$ cat src/rtl/hdmi_ser_pkg.sv
// Shared constants and helpers for the fabric HDMI serializer.
// Holds the TMDS control tokens, default geometry and the first-sent-bit helper.
package hdmi_ser_pkg;

  localparam int DEFAULT_WIDTH    = 10;
  localparam int DEFAULT_CHANNELS = 3;

  // Widest word first_bit() can look at.
  localparam int MAX_WIDTH        = 32;

  localparam logic [9:0] CTRL_00 = 10'b1101010100;
  localparam logic [9:0] CTRL_01 = 10'b0010101011;
  localparam logic [9:0] CTRL_10 = 10'b0101010100;
  localparam logic [9:0] CTRL_11 = 10'b1010101011;

  // Bit of a width-bit word that goes out on the wire first.
  function automatic logic first_bit(input logic [MAX_WIDTH-1:0] word,
                                     input int                   width,
                                     input logic                 lsb_first);
    logic [$clog2(MAX_WIDTH)-1:0] msb_idx;
    msb_idx = $clog2(MAX_WIDTH)'(width - 1);
    return lsb_first ? word[0] : word[msb_idx];
  endfunction

endpackage

$ cat src/rtl/hdmi_ser_lane.sv
// One serial lane: a WIDTH-bit shifter with a registered output bit.
// q always presents the current bit, so the shifter feeds q from the next position.
module hdmi_ser_lane
  import hdmi_ser_pkg::*;
#(
  parameter int               WIDTH     = DEFAULT_WIDTH,
  parameter bit               LSB_FIRST = 1'b1,
  parameter logic [WIDTH-1:0] IDLE_WORD = WIDTH'(CTRL_00)
) (
  input  logic             clk,
  input  logic             rst,
  input  logic             load,
  input  logic             shift,
  input  logic [WIDTH-1:0] load_word,
  output logic             q
);

  logic [WIDTH-1:0] sh;

  // NOTE: sequential state is written only with non-blocking assignments so every
  // register samples pre-edge values regardless of process ordering.
  always_ff @(posedge clk or posedge rst) begin
    if (rst) begin
      sh <= IDLE_WORD;
      q  <= first_bit(MAX_WIDTH'(IDLE_WORD), WIDTH, LSB_FIRST);
    end else if (load) begin
      sh <= load_word;
      q  <= first_bit(MAX_WIDTH'(load_word), WIDTH, LSB_FIRST);
    end else if (shift) begin
      if (LSB_FIRST) begin
        sh <= {1'b0, sh[WIDTH-1:1]};
        q  <= sh[1];
      end else begin
        sh <= {sh[WIDTH-2:0], 1'b0};
        q  <= sh[WIDTH-2];
      end
    end
  end

endmodule

$ cat src/rtl/hdmi_fabric_serializer.sv
// Single-clock fabric serializer: double-buffered word intake, per-lane shifters,
// forwarded clock lane and IDLE_WORD substitution. Macro HDMI_SER_UNDERRUN_CNT_EN adds underrun_cnt.
module hdmi_fabric_serializer
  import hdmi_ser_pkg::*;
#(
  parameter int               CHANNELS  = DEFAULT_CHANNELS,
  parameter int               WIDTH     = DEFAULT_WIDTH,
  parameter bit               LSB_FIRST = 1'b1,
  parameter logic [WIDTH-1:0] IDLE_WORD = WIDTH'(CTRL_00)
) (
  input  logic                      CLK,
  input  logic                      RST,
  input  logic                      en,
  input  logic                      s_valid,
  output logic                      s_ready,
  input  logic [CHANNELS*WIDTH-1:0] s_data,
  output logic [CHANNELS-1:0]       q,
  output logic                      q_clk,
  output logic                      word_start,
  output logic                      underrun,
  input  logic                      clr_underrun,
  output logic [15:0]               underrun_cnt
);

  localparam int               CNT_W = $clog2(WIDTH);
  localparam logic [CNT_W-1:0] LAST  = CNT_W'(WIDTH - 1);
  localparam logic [CNT_W-1:0] HALF  = CNT_W'(WIDTH / 2);

  logic [CNT_W-1:0]          cnt;
  logic [CNT_W-1:0]          cnt_next;
  logic                      boundary;
  logic                      load;
  logic                      accept;
  logic                      underrun_evt;
  logic                      full;
  logic [CHANNELS*WIDTH-1:0] hold_word;

  assign boundary     = (cnt == LAST);
  assign load         = boundary & full & en;
  assign underrun_evt = boundary & en & ~full;
  // Gated by RST so the source sees no ready while the block is held in reset.
  assign s_ready      = ~RST & en & (~full | load);
  assign accept       = s_valid & s_ready;

  // NOTE: every combinational output gets a default first so no path can infer a latch.
  always_comb begin
    cnt_next = cnt + CNT_W'(1);
    if (boundary) cnt_next = '0;
  end

  // q_clk and word_start describe the bit position q will carry after this edge.
  always_ff @(posedge CLK or posedge RST) begin
    if (RST) begin
      cnt        <= '0;
      q_clk      <= 1'b1;
      word_start <= 1'b1;
    end else begin
      cnt        <= cnt_next;
      q_clk      <= (cnt_next < HALF);
      word_start <= (cnt_next == '0);
    end
  end

  always_ff @(posedge CLK or posedge RST) begin
    if (RST)         full <= 1'b0;
    else if (accept) full <= 1'b1;
    else if (load)   full <= 1'b0;
  end

  // NOTE: the holding data needs no reset; full alone decides whether it is ever sent.
  always_ff @(posedge CLK) begin
    if (accept) hold_word <= s_data;
  end

  // A clear in the same cycle as a new underrun wins.
  always_ff @(posedge CLK or posedge RST) begin
    if (RST)               underrun <= 1'b0;
    else if (clr_underrun) underrun <= 1'b0;
    else if (underrun_evt) underrun <= 1'b1;
  end

`ifdef HDMI_SER_UNDERRUN_CNT_EN
  always_ff @(posedge CLK or posedge RST) begin
    if (RST)                                         underrun_cnt <= '0;
    else if (clr_underrun)                           underrun_cnt <= '0;
    else if (underrun_evt && underrun_cnt != 16'hFFFF) underrun_cnt <= underrun_cnt + 16'd1;
  end
`else
  assign underrun_cnt = 16'h0000;
`endif

  for (genvar i = 0; i < CHANNELS; i++) begin : g_lane
    hdmi_ser_lane #(
      .WIDTH     (WIDTH),
      .LSB_FIRST (LSB_FIRST),
      .IDLE_WORD (IDLE_WORD)
    ) u_lane (
      .clk       (CLK),
      .rst       (RST),
      .load      (boundary),
      .shift     (~boundary),
      .load_word (load ? hold_word[i*WIDTH +: WIDTH] : IDLE_WORD),
      .q         (q[i])
    );
  end

endmodule

$ cat config.mk
export PLATFORM = sky130hd
export DESIGN_NAME = hdmi_fabric_serializer
export DESIGN_NICKNAME = d
export VERILOG_FILES = /design/src/rtl/hdmi_ser_pkg.sv /design/src/rtl/hdmi_ser_lane.sv /design/src/rtl/hdmi_fabric_serializer.sv
export SDC_FILE = /design/constraint.sdc
export NUM_CORES = 1
export LEC_CHECK = 0
export CORE_UTILIZATION = 45
export DETAILED_ROUTE_END_ITERATION = 8
export PLACE_DENSITY_LB_ADDON = 0.08
export SYNTH_ARGS = -nofsm -noshare
export SYNTH_HDL_FRONTEND = slang
export SYNTH_SLANG_ARGS = --single-unit
$ cat constraint.sdc
create_clock -name CLK -period 2.9 [get_ports CLK]
set_input_delay 0.58 -clock CLK [delete_from_list [all_inputs] [get_ports CLK]]
set_output_delay 0.58 -clock CLK [all_outputs]
set_load 0.03 [all_outputs]
==> metrics.md <==
| Metric | Value |
|---|---|
| Outcome | finished clean |
| Total Routed Length | 4031 um |
| Vias per cell | ~4.6 |
| Vias in the first global route | about 1400 |
| Synthesized-area fraction occupied by adder cells | 0% |
| Max cap viols | 0 |
| Drt drc | 0 |
| Slew headroom | roughly three fifths |
| Layout cells sized above 1 | 13.46% |
| Required @ worst endpoint | between 2 and 2.5 ns |
| Max frequency | 427.0 MHz |
| Drt pass-1 iters | 4 |
| CP max FO | 17 |
| Synth Area in XOR/XNOR | less than 1% |
| First-pass GRT wire length | 6762 um |
| Clk root buf | clkbuf_8 |
| Slew @ Worst Pin | roughly 0.62 ns |
| Crit path launch type | flip-flop |
| EDFF count, synth | 30 |
| Simple-Gate Fraction of Synth Area | 11.52% |
| Crit path max-delay cell type | dfrtp_1 |
| Most common cell in the netlist | nand2_1 |
| 1st-iter DRT viols | 124 |
| Clock buffer depth | 2 |
| Pwr/cell area | 559.0 nW/um2 |
| Hold_ws | 0.4342 ns |
| Cts hold-fix bufs | 0 |
| CP Cell Sequence | nand4bb_2, buf_4, nand2_1, and3_1, buf_4 |
| CTS tree | built |
| Sink Count | 68 |
| Post-route cell area | 3179 um2 |
| Cell area after synthesis | 2608 um2 |
| Final Util | 57.38% |
| Main flop type after synthesis | edfxtp_1 |
| Synth cell count leaders | nand2_1 (45), edfxtp_1 (30), o21ai_0 (29) |
| Clock slew at reported path FFs | 0.06 ns |
| DP HPWL | ~2500 um |
| Synth warnings | 0 |
| Synthesized instance count | roughly 220 |
| Num ports | 58 |
| Clock buffers created by TritonCTS | 9 |
| Final period util | 80.75% |
| Slowest cell delay on critical path | 0.47 ns |
| Final net count | 290 |
| Crit Path Category | flip-flop to output pin |
| Synth top area share | 34.55% |
| Die extent in x | 78.12 um |
| Worst Path Arrival | 1.76 ns |
| Register bit total from synthesis | just under 70 |
| Initial antenna violation count | 0 |
| Crit path top cell by count | buf_4 |
| Critical path's top delay family | simple AND/OR/NAND/NOR gates |
| LEAKAGE | 1.241 nW |
| Vias | 1517 |
| Final setup vio count | 0 |
| Total global-route track usage | between 10% and 20% |
| H-tree Lvls | 3 |
| Seq/Total Area, Yosys | 71.83% |
| Site row count | 27 |
| Async set-reset flop share out of synthesis | 55.88% |
| Post-synthesis compound-gate area fraction | 6.958% |
| Avg WL per Cell | 12.14 um |
| CP endpoint kind | output pin |
| Min-Delay Path Class | input pin to async pin |
| Syn Area/Cell | 12.13 um2 |
| Total Power | 1.777 mW |
| Pin count of the biggest net entering global routing | 44 |
| Library cells used by synthesis | 25 |
| Largest area contributor in the netlist | edfxtp_1 |
| Largest family of logic cells by synthesized area | simple AND/OR/NAND/NOR gates |
| Port Buf Inserts | a little over 40 |
| Starting Density | 47.06% |
| Count of final hold-check violations | 0 |
| Minimum clock period | 2.342 ns |
| Die ar. | 6103 um2 |
| Placement Cell Area | 3019 um2 |
| GPL Wtd Cong | 0.6891 |
| CORE AREA | roughly 5500 um2 |
| Area delta synth->final | 21.93% |
| Post-CTS sizing | 0 |
| Total setup buffers inserted after CTS | 0 |
| GRT overflow | 0 |
| Die height | 78.12 um |
| Worst VDD drop | between 0.0003 and 0.0004 V |
| Insertion delay to the later sink of the worst-skew pair | 0.33 ns |
| Slew Viols, Final | 0 |
| Antenna Nets Post-Route | 0 |
| Unrepaired setup endpoints after global routing | false |
| Top cells by area, synth | edfxtp_1 (35%), dfrtp_1 (20%), dfstp_2 (17%), nand2_1 (6.5%), o21ai_0 (5.6%) |
| Antenna diodes | 0 |
| Mux contribution to synthesized area | less than 1% |
| Setup_tns | 0 ns |
| Clk_skew | roughly 0.0037 ns |
| Buf+Inv Stages, Crit Path | 2 |
-- placed cells by master, fill, tap and decap left out, drive strengths merged, types with 4 or more instances in the layout --
cell type,n
buf,5
clkdlybuf4s50,40
clkbuf,12
o21ai,29
nand2,45
conb,16
dfstp,17
dfrtp,21
edfxtp,30
clkinv,4
nor2,19
inv,5
-- final timing paths --
check	start	to	slack (ns)	cells past startpoint
max reg2reg	cnt[2]	hold_word[27]	1.00	4
min reg2reg	g_lane[1].u_lane.sh[1]	g_lane[1].u_lane.sh[0]	0.45	2
min	RST	underrun	0.43	2
max in group asynchronous	RST	g_lane[2].u_lane.sh[8]	1.76	3
min in group CLK	g_lane[1].u_lane.sh[1]	g_lane[1].u_lane.sh[0]	0.45	2
max	cnt[2]	s_ready	0.56	5
-- cells by family after synthesis --
group,Yosys count
flip-flops,68
other,1
AND/OR/NAND/NOR,73
multiplexers,1
AO/OA/AOI/OAI,34
XOR/XNOR,2
buffers and inverters,36
-- metrics by stage --
stage                     std cells  setup slack, ns
after global routing            332           0.4300
after floorplan                 230           0.2078
final                           332           0.5582
after detailed placement        316           0.6944
after global placement          316           0.7353
after CTS                       332           0.5336
-- registers in the layout, summed over array words and instances, names as in the netlist --
register,count
g_lane.u_lane.sh,30
hold_word,30
full,1
word_start,1
q_clk,1
underrun,1
cnt,4
-- final cells by class --
| class | instances | area [um2] |
|---|---|---|
| fillers | 486 | 2361 |
| flip-flops and latches | 68 | 1873 |
| multi-input cells | 126 | 586.8 |
| repair buffers | 45 | 450.4 |
| clock buffers | 12 | 145.1 |
| well taps | 72 | 90.09 |
| inverters | 5 | 18.77 |
| clock inverters | 4 | 15.01 |
-- metal layers --
layer	up-vias	GRT usage, %	wire [um]
met4	0	10.56	110
met1	698	21.48	1983
met3	10	4.651	225
li1	756	-	-
met5	-	0	0
met2	53	20.18	1711
-- power by group --
group          switching (mW)  internal, mW  total, mW
Clock                   0.319         0.323      0.642
Combinational          0.0689        0.0513      0.120
Sequential           0.000289          1.01       1.01
Total                   0.388          1.39       1.78
Note: power is estimated with default switching activity, not from simulation.
